$ cat config.mk
export PLATFORM = sky130hd
export DESIGN_NAME = lc3_control_fsm
export DESIGN_NICKNAME = d
export VERILOG_FILES = /design/src/rtl/lc3_pkg.sv /design/src/rtl/mem_wait_counter.sv /design/src/rtl/lc3_control_fsm.sv
export SDC_FILE = /design/constraint.sdc
export NUM_CORES = 1
export LEC_CHECK = 0
export CORE_UTILIZATION = 28
export CTS_BUF_LIST = sky130_fd_sc_hd__clkbuf_16
export DETAILED_ROUTE_END_ITERATION = 10
export GPL_ROUTABILITY_DRIVEN = 0
export PLACE_DENSITY = 0.58
export SLEW_MARGIN = 25
export SYNTH_ARGS = -nofsm -noshare
export SYNTH_HDL_FRONTEND = slang
export SYNTH_SLANG_ARGS = --single-unit
$ cat constraint.sdc
create_clock -name Clk -period 2 [get_ports Clk]
set_clock_uncertainty 0.1 [all_clocks]
set_input_delay 0.6 -clock Clk [delete_from_list [all_inputs] [get_ports Clk]]
set_output_delay 0.6 -clock Clk [all_outputs]
set_load 0.02 [all_outputs]
$ cat src/rtl/lc3_pkg.sv
// Shared definitions for the LC-3 instruction sequencer.
//   state_t   : sequencer states (unused encodings fall back to StHalted)
//   OP_*      : opcode values of IR[15:12]
//   PCMUX_*, ADDR2_*, ALU_* : datapath mux encodings
//   ctrl_t    : bundle of every control line driven to the datapath
package lc3_pkg;

    typedef enum logic [4:0] {
        StHalted = 5'd0,
        St18,
        St33,
        St35,
        St32,
        St1,
        St5,
        St9,
        St0,
        St22,
        St12,
        St4,
        St21,
        St6,
        St7,
        St25,
        St27,
        St23,
        St16,
        StPause1,
        StPause2
    } state_t;

    localparam logic [3:0] OP_BR    = 4'b0000;
    localparam logic [3:0] OP_ADD   = 4'b0001;
    localparam logic [3:0] OP_JSR   = 4'b0100;
    localparam logic [3:0] OP_AND   = 4'b0101;
    localparam logic [3:0] OP_LDR   = 4'b0110;
    localparam logic [3:0] OP_STR   = 4'b0111;
    localparam logic [3:0] OP_NOT   = 4'b1001;
    localparam logic [3:0] OP_JMP   = 4'b1100;
    localparam logic [3:0] OP_PAUSE = 4'b1101;

    localparam logic [1:0] PCMUX_BUS   = 2'd0;
    localparam logic [1:0] PCMUX_ADDER = 2'd1;
    localparam logic [1:0] PCMUX_INC   = 2'd2;

    localparam logic [1:0] ADDR2_SEXT11 = 2'd0;
    localparam logic [1:0] ADDR2_SEXT9  = 2'd1;
    localparam logic [1:0] ADDR2_SEXT6  = 2'd2;
    localparam logic [1:0] ADDR2_ZERO   = 2'd3;

    localparam logic [1:0] ALU_ADD   = 2'd0;
    localparam logic [1:0] ALU_AND   = 2'd1;
    localparam logic [1:0] ALU_NOT   = 2'd2;
    localparam logic [1:0] ALU_PASSA = 2'd3;

    typedef struct packed {
        logic       ld_pc;
        logic       ld_led;
        logic       ld_ir;
        logic       ld_mar;
        logic       ld_mdr;
        logic       ld_ben;
        logic       ld_cc;
        logic       ld_reg;
        logic       gate_pc;
        logic       gate_mdr;
        logic       gate_alu;
        logic       gate_marmux;
        logic [1:0] pcmux;
        logic [1:0] addr2mux;
        logic       addr1mux;
        logic [1:0] aluk;
        logic       sr1mux;
        logic       drmux;
        logic       mio_en;
        logic       mem_oe;
        logic       mem_we;
    } ctrl_t;

endpackage

$ cat src/rtl/mem_wait_counter.sv
// Fixed-latency memory wait counter shared by all memory-access states.
//   clk_i        : clock, rising edge
//   rst_i        : asynchronous active-high reset
//   clear_i      : force count to zero
//   en_i         : count one cycle of the current access
//   done_o       : current count has reached MEM_WAIT-1
//   done_next_o  : count will be MEM_WAIT-1 after the next edge
module mem_wait_counter #(
    parameter int unsigned MEM_WAIT = 2  // legal range 1..7
) (
    input  logic clk_i,
    input  logic rst_i,
    input  logic clear_i,
    input  logic en_i,
    output logic done_o,
    output logic done_next_o
);

    localparam logic [2:0] Last = 3'(MEM_WAIT - 1);

    logic [2:0] count_q;
    logic [2:0] count_d;

    // Wraps to zero on the final cycle so the next access starts clean.
    always_comb begin
        count_d = count_q;
        if (clear_i || (en_i && done_o)) begin
            count_d = 3'd0;
        end else if (en_i) begin
            count_d = count_q + 3'd1;
        end
    end

    always_ff @(posedge clk_i or posedge rst_i) begin
        if (rst_i) begin
            count_q <= 3'd0;
        end else begin
            count_q <= count_d;
        end
    end

    assign done_o      = (count_q == Last);
    assign done_next_o = (count_d == Last);

endmodule

$ cat src/rtl/lc3_control_fsm.sv
// LC-3 instruction sequencer: fetch / decode / execute for ADD, AND, NOT, BR,
// JMP, JSR, LDR, STR and PAUSE, driving every datapath control line.
//   Clk, Reset_ah         : clock and asynchronous active-high reset
//   Run, Continue         : start from HALTED / resume from PAUSE
//   IR, BEN               : instruction and branch enable from the datapath
//   LD_*, Gate*           : register loads and bus drivers
//   PCMUX, ADDR2MUX, ADDR1MUX, ALUK, SR1MUX, DRMUX, MIO_EN : mux selects
//   Mem_OE, Mem_WE        : memory read / write strobes
// Outputs are registered from the next state so they are a clean function of
// the current state (and wait count) without a combinational path from inputs.
module lc3_control_fsm
    import lc3_pkg::*;
#(
    parameter int unsigned MEM_WAIT = 2
) (
    input  logic        Clk,
    input  logic        Reset_ah,
    input  logic        Run,
    input  logic        Continue,
    input  logic [15:0] IR,
    input  logic        BEN,
    output logic        LD_PC,
    output logic        LD_LED,
    output logic        LD_IR,
    output logic        LD_MAR,
    output logic        LD_MDR,
    output logic        LD_BEN,
    output logic        LD_CC,
    output logic        LD_REG,
    output logic        GatePC,
    output logic        GateMDR,
    output logic        GateALU,
    output logic        GateMARMUX,
    output logic [1:0]  PCMUX,
    output logic [1:0]  ADDR2MUX,
    output logic        ADDR1MUX,
    output logic [1:0]  ALUK,
    output logic        SR1MUX,
    output logic        DRMUX,
    output logic        MIO_EN,
    output logic        Mem_OE,
    output logic        Mem_WE
);

    state_t state_q;
    state_t state_d;
    ctrl_t  ctrl_q;

    logic cnt_en;
    logic cnt_done;
    logic cnt_done_next;

    // Only the opcode field steers the sequencer.
    logic unused_ir;
    assign unused_ir = ^IR[11:0];

    assign cnt_en = (state_q == St33) || (state_q == St25) || (state_q == St16);

    mem_wait_counter #(
        .MEM_WAIT (MEM_WAIT)
    ) u_wait (
        .clk_i       (Clk),
        .rst_i       (Reset_ah),
        .clear_i     (!cnt_en),
        .en_i        (cnt_en),
        .done_o      (cnt_done),
        .done_next_o (cnt_done_next)
    );

    // Control word for a state; done only matters in the read-wait states.
    function automatic ctrl_t decode(input state_t s, input logic done);
        ctrl_t c;
        c = '0;
        case (s)
            St18: begin
                c.gate_pc = 1'b1;
                c.ld_mar  = 1'b1;
                c.pcmux   = PCMUX_INC;
                c.ld_pc   = 1'b1;
            end
            St33, St25: begin
                c.mem_oe = 1'b1;
                c.mio_en = 1'b1;
                c.ld_mdr = done;
            end
            St35: begin
                c.gate_mdr = 1'b1;
                c.ld_ir    = 1'b1;
            end
            St32: c.ld_ben = 1'b1;
            St1, St5, St9: begin
                c.sr1mux   = 1'b1;
                c.aluk     = (s == St1) ? ALU_ADD : ((s == St5) ? ALU_AND : ALU_NOT);
                c.gate_alu = 1'b1;
                c.ld_reg   = 1'b1;
                c.ld_cc    = 1'b1;
            end
            St22: begin
                c.addr1mux = 1'b1;
                c.addr2mux = ADDR2_SEXT9;
                c.pcmux    = PCMUX_ADDER;
                c.ld_pc    = 1'b1;
            end
            St12: begin
                c.sr1mux   = 1'b1;
                c.aluk     = ALU_PASSA;
                c.gate_alu = 1'b1;
                c.pcmux    = PCMUX_BUS;
                c.ld_pc    = 1'b1;
            end
            St4: begin
                c.gate_pc = 1'b1;
                c.drmux   = 1'b1;
                c.ld_reg  = 1'b1;
            end
            St21: begin
                c.addr1mux = 1'b1;
                c.addr2mux = ADDR2_SEXT11;
                c.pcmux    = PCMUX_ADDER;
                c.ld_pc    = 1'b1;
            end
            St6, St7: begin
                c.sr1mux      = 1'b1;
                c.addr2mux    = ADDR2_SEXT6;
                c.gate_marmux = 1'b1;
                c.ld_mar      = 1'b1;
            end
            St27: begin
                c.gate_mdr = 1'b1;
                c.ld_reg   = 1'b1;
                c.ld_cc    = 1'b1;
            end
            St23: begin
                c.aluk     = ALU_PASSA;
                c.gate_alu = 1'b1;
                c.ld_mdr   = 1'b1;
            end
            St16:     c.mem_we = 1'b1;
            StPause1: c.ld_led = 1'b1;
            default: ;
        endcase
        return c;
    endfunction

    always_comb begin
        state_d = state_q;
        case (state_q)
            StHalted: if (Run) state_d = St18;
            St18:     state_d = St33;
            St33:     if (cnt_done) state_d = St35;
            St35:     state_d = St32;
            St32: begin
                case (IR[15:12])
                    OP_ADD:   state_d = St1;
                    OP_AND:   state_d = St5;
                    OP_NOT:   state_d = St9;
                    OP_BR:    state_d = St0;
                    OP_JMP:   state_d = St12;
                    OP_JSR:   state_d = St4;  // JSRR unsupported: always PC-relative
                    OP_LDR:   state_d = St6;
                    OP_STR:   state_d = St7;
                    OP_PAUSE: state_d = StPause1;
                    default:  state_d = St18;  // unsupported opcode runs as NOP
                endcase
            end
            St1, St5, St9, St12, St22, St21, St27: state_d = St18;
            St0:      state_d = BEN ? St22 : St18;
            St4:      state_d = St21;
            St6:      state_d = St25;
            St7:      state_d = St23;
            St25:     if (cnt_done) state_d = St27;
            St23:     state_d = St16;
            St16:     if (cnt_done) state_d = St18;
            // Two-step handshake: one instruction per press/release of Continue.
            StPause1: if (Continue) state_d = StPause2;
            StPause2: if (!Continue) state_d = St18;
            default:  state_d = StHalted;
        endcase
    end

    always_ff @(posedge Clk or posedge Reset_ah) begin
        if (Reset_ah) begin
            state_q <= StHalted;
            ctrl_q  <= '0;
        end else begin
            state_q <= state_d;
            ctrl_q  <= decode(state_d, cnt_done_next);
        end
    end

    assign LD_PC      = ctrl_q.ld_pc;
    assign LD_LED     = ctrl_q.ld_led;
    assign LD_IR      = ctrl_q.ld_ir;
    assign LD_MAR     = ctrl_q.ld_mar;
    assign LD_MDR     = ctrl_q.ld_mdr;
    assign LD_BEN     = ctrl_q.ld_ben;
    assign LD_CC      = ctrl_q.ld_cc;
    assign LD_REG     = ctrl_q.ld_reg;
    assign GatePC     = ctrl_q.gate_pc;
    assign GateMDR    = ctrl_q.gate_mdr;
    assign GateALU    = ctrl_q.gate_alu;
    assign GateMARMUX = ctrl_q.gate_marmux;
    assign PCMUX      = ctrl_q.pcmux;
    assign ADDR2MUX   = ctrl_q.addr2mux;
    assign ADDR1MUX   = ctrl_q.addr1mux;
    assign ALUK       = ctrl_q.aluk;
    assign SR1MUX     = ctrl_q.sr1mux;
    assign DRMUX      = ctrl_q.drmux;
    assign MIO_EN     = ctrl_q.mio_en;
    assign Mem_OE     = ctrl_q.mem_oe;
    assign Mem_WE     = ctrl_q.mem_we;

endmodule

Yosys cells after proc, flatten, opt, wreduce, memory -nomap -nowiden --
Memory sizes are Yosys's and may differ from the RTL's. Cells that the tools add are included.
Word-level totals: latch bits 0, logic and storage cells 117, RAM bits 0, input bits 21, memories kept 1, output and inout port bits 24, bits in read-only memories 80, bits in registers 32
Memories:
- (name not given) | words 16, bits a word 5, read ports 1, clocked after Yosys merged registers in 0, wr ports 0, RTL line lc3_control_fsm.sv:153 | case (IR[15:12])
Operators by class: $lt $le $gt $ge 0, shift-type cells 0, $mul 0, bitwise logic cells 0, equal/unequal tests 40, reduce and logical (&&, ||, !) cells 20, mux-type cells 32, $add $sub $neg 1, div/mod/pow operators 0
Operators by type and width (count):
- 5-bit by 4-bit == test with 1-bit output, second input constant | 15
- 5-bit one-hot mux with 15 select lines | 1
- 5-bit == test, second input constant | 9
- 5-bit by 3-bit == test with 1-bit output, second input constant | 8
- 5-bit two-way mux | 6
- 5-bit by 2-bit == test with 1-bit output, second input constant | 4
- 1-bit two-way mux | 15
- 2-bit one-hot mux with 2 select lines | 3
- 2-bit OR reduction | 6
- 5-bit by 1-bit == test with 1-bit output, second input constant | 2
- 5-bit OR reduction | 2
- 4-bit OR reduction | 2
- 7-bit OR reduction | 1
- 3-bit by 1-bit == test with 1-bit output, second input constant | 2
- 2-bit two-way mux | 3
- 3-bit two-way mux | 2
- 3-bit OR reduction | 2
- 6-bit OR reduction | 1
- 5-bit zero test | 1
- 4-bit two-way mux | 1
- 3-bit by 1-bit adder with 3-bit output, second input constant | 1
- 1-bit logical OR | 3
- 1-bit one-hot mux with 2 select lines | 1
- 1-bit logical AND | 1
- 1-bit zero test | 1

Depth between registers and ports, before layout --
depth after elaboration 8, mapped depth 9, gate-level depth less buffers 9

By module --
A second synthesis with hierarchy kept.
Second synthesis, totals: cells, all modules 178, area, all modules 1796.7 um^2
Modules (own cells, without submodules):
- lc3_control_fsm | times used 1, cells an instance 154, area an instance 1580.3 um^2, sequential area each 700.7 um^2
- mem_wait_counter | times used 1, cells an instance 24, area an instance 216.5 um^2, sequential area each 75.1 um^2

Least setup slack after synthesis --
No wires, ideal clock.
path kind register to register, start register state_q[0], end register ctrl_q (netlist bit LD_MAR), path slack -0.174 ns, arrival time 1.981 ns, path buffers 2, stages on the path, launching flop included 10, required time 1.806 ns, cells stage by stage dfrtp_1 -> buf_6 -> buf_2 -> nor2b_1 -> a21boi_4 -> nor4b_4 -> inv_2 -> or2_2 -> nand2b_1 -> a221oi_2
On the way: cells in the longest elaborated chain, start to end 6, elaborated cells between the ends (all ways) 34, classes of those cells eq/ne: 23; mux: 8; reduce/logical: 3
Ends and longest elaborated chain:
- start, declared | RTL line lc3_control_fsm.sv:45 | state_t state_q;
- start signal, assigned | RTL line lc3_control_fsm.sv:183 | state_q <= StHalted;
- start signal, assigned | RTL line lc3_control_fsm.sv:186 | state_q <= state_d;
- 5-bit by 3-bit == test with 1-bit output (tied with other cells) | RTL line lc3_control_fsm.sv:147 | case (state_q)
- 7-bit OR reduction | RTL line lc3_control_fsm.sv:147
- 5-bit one-hot mux with 15 select lines * | RTL line lc3_control_fsm.sv:147
- net state_d[2] | RTL line lc3_control_fsm.sv:46 | state_t state_d;
- 5-bit by 4-bit == test with 1-bit output or 5-bit by 1-bit == test with 1-bit output (tied branches) | RTL line lc3_control_fsm.sv:74 | case (s)
- 3-bit OR reduction (no line) *
- 1-bit two-way mux * | RTL line lc3_control_fsm.sv:74
- end signal, assigned | RTL line lc3_control_fsm.sv:187 | ctrl_q <= decode(state_d, cnt_done_next);
- end, declared | RTL line lc3_control_fsm.sv:47 | ctrl_t ctrl_q;
The timed path passes the listed nets; every way through them passes the cells marked *.

Worst setup path after layout --
start register state_q[1], end register ctrl_q (netlist bit LD_MAR)
Same word-level chain as after synthesis.

==> results.md <==
* Initial antenna violation count at 0
* Sequential cell area at 751 um2
* Final min period at 2.31 ns
* Failing checks: setup timing
* Worst EP required at 2.08 ns
* Hold endpoint: u_wait.count_q[0]
* Critical path arrival at 2.39 ns
* Post-synthesis register bit count at 30
* Final WL at 4.17 mm
* Period utilization at 115%
* Cell Chain, Critical Path: or4b_4 -> or2_4 -> o211ai_4 -> buf_6 -> nand2_4 -> o21bai_4 -> a221oi_2
* Multi-input logic area at 0.00105 mm2
* CTS clock-pin slew for the worst setup and hold paths at 0.05 ns
* Num CTS Buffers at 5
* Slew HR at 76.3%
* Routed via count at 1507
* Asr flop ratio synth at 100%
* Met2 wire length at 2.09 mm
* Finished Core Util at 46.7%
* Post-synth EDFFs at 0
* Dpl hpwl at 2.97 mm
* Num rows at 28
* Clock sink total at 30
* Slew Viols, Final at 0
* CTS root buf: clkbuf_16
* Syn Nets at 200
* Highest metal used: met4
* # diodes at 0
* Finished Cell Area at 0.00278 mm2
* R2R Setup Slk at -0.31 ns
* Setup violators final at 17
* Worst r2r src: state_q[1]
* Met3 wire len at 112 um
* Starting DRT DRC Count at 24
* Hold path startpoint: u_wait.count_q[0]
* Largest net degree at the start of global routing at 31
* Layout cells sized above 1 at 38.1%
* Syn Inst Count at 177
* Layout Nets at 276
* Sequential fraction of the synthesis area at 43.4%
* Primary FF master, synth: dfrtp_1
* # fillers at 580
* First-pass GRT wire length at 6.79 mm
* Grt total ovfl at 0
* Iteration count of the initial detailed-routing pass at 4
* Die Y at 80.6 um
* Post-route setup slack at -0.308 ns
* Worst path bufs/invs at 1
* Deepest clock path buffer count at 2
* Worst vdd ir at 0.000619 V
* Area grow syn2layout at 61.0%
* Place WS at -0.763 ns
* Worst stage delay on the critical path at 0.55 ns
* Clk_lat worst skew at 0.27 ns
* Io pins at 45
* Syn_area_per_cell at 9.77 um2
* Status: finished with violations
* Nature of the critical path startpoint: flip-flop
* Max-Cap Viols at 0
* Slowest CP cell: or4b_4
* DRC at 0
* Crit end category: flip-flop
* Number of global-route vias before repair at 1409
* Initial core utilization at 29.0%
* Leading cell types in the layout, fill and taps excluded: buf_4, dfrtp_1, clkdlybuf4s50_1
* Min-delay worst type: flip-flop to flip-flop
* Core Region at 0.00596 mm2
* Die width at 80.6 um
* Setup CP Type: flip-flop to flip-flop
* RSZ-0062 raised after global routing: yes
* Leakage power at 1.28 nW
* Post-CTS Hold Buffers at 0
* Most common cell after layout, fill and taps aside: buf_4
* F_max at 0.433 GHz
* Endpoints failing hold at 0
* WL per Instance at 12.8 um
* WL met1 at 1.91 mm
* Crit-path leading delay family: simple AND/OR/NAND/NOR gates
* Post-route ant nets at 0
* Worst hold slack at 0.442 ns
* CTS tree: built
* Total Negative Setup Slacks at -3.84 ns
* Hold Path Stages at 2
* R2R depth at 7
* Synth warn at 0
* Reg-to-reg critical path endpoint: LD_MAR
* Slew @ Worst Pin at 0.352 ns
* Vias per cell at 4.61
* Die area at 0.00649 mm2
* IO Port Bufs at 32
* Post-DP Area at 0.00245 mm2
* Total track usage at 13.8%
* H-tree depth at 2
* CP max FO at 5
* Area of the mapped netlist at 0.00173 mm2
* Power per Cell Area at 1320 mW/mm2
* Cell variety after synth at 54
-- stage by stage --
stage	total power [mW]	cells
finish	3.68	327
global route	3.93	327
CTS	3.43	322
detailed placement	2.71	316
global placement	2.71	316
floorplan	1.97	177
-- synthesized netlist by cell type, drive strengths merged (3+ instances only) --
cell type / n / area [um2]
dfrtp: 30 / 751
nor2: 14 / 52.6
nand2: 13 / 51.3
inv: 11 / 41.3
o21ai: 11 / 55.1
buf: 8 / 53.8
nor2b: 8 / 50.1
a21oi: 7 / 38.8
nand3: 7 / 35.0
o211ai: 7 / 66.3
nand2b: 6 / 37.5
and2: 3 / 18.8
and3: 3 / 18.8
clkbuf: 3 / 11.3
mux2i: 3 / 30.0
nand3b: 3 / 22.5
nor3: 3 / 15.0
nor3b: 3 / 22.5
or2: 3 / 21.3
-- worst max-delay path by stage --
stage | end | slack [ns] | cells past startpoint | start
after CTS | ALUK[1] | -0.30 | 7 | state_q[1]
after global routing | LD_MDR | -0.37 | 7 | state_q[1]
after detailed placement | LD_MDR | -0.76 | 8 | IR[15]
after global placement | GateALU | -0.70 | 9 | IR[12]
after floorplan | ALUK[1] | -0.17 | 8 | state_q[0]
final | LD_MAR | -0.31 | 7 | state_q[1]
-- sequential cells by signal, indices dropped and copies added, names as in the netlist, 2 cells and up --
| name | count |
|---|---|
| PCMUX | 2 |
| u_wait.count_q | 3 |
| state_q | 5 |
| ADDR2MUX | 2 |
| ALUK | 2 |
-- cells by family after synthesis --
kind of cell,after synthesis,share of synthesized area (%)
AOI/OAI and AO/OA,40,18.7
xor gates and xnor gates,2,1.01
adders and majority gates,2,1.45
buffers and inverters,22,6.15
DFF,30,43.4
muxes,4,2.39
and+or+nand+nor,77,26.9
-- report_power, final --
group	switching, mW	internal, mW
clock network	0.219	0.438
logic	1.13	1.10
registers	0.0535	0.738
total	1.40	2.28
-- layout make-up --
class	instances	share of cell area [%]
clock buffer	5	4.49
sequential	30	27.0
tap	75	3.37
clock inverter	1	0.135
timing repair buffer	80	25.7
multi-input combinational	125	37.8
inverter	11	1.57
-- what timing repair did --
item / in CTS / in global routing
endpoints found under the setup margin: 19 / 18
buffers inserted: 0 / 5
pin swaps: 8 / 21
resized for setup: 18 / 36
endpoints found under the hold margin: 0 / 0
-- per-layer routing --
| layer | track usage, % | up-vias |
|---|---|---|
| li1 | - | 770 |
| met5 | 0 | - |
| met4 | 5.36 | 0 |
| met3 | 3.07 | 6 |
| met2 | 22.1 | 29 |
| met1 | 18.0 | 702 |
-- worst reg2reg max path: cells and delay by family, from the launching register on --
family	cells	cell delay [ns]
buffers and inverters	1	0.15
and+or+nand+nor	3	0.92
DFF	1	0.41
AOI/OAI and AO/OA	3	0.65
Power figures use the tool's default switching activity.
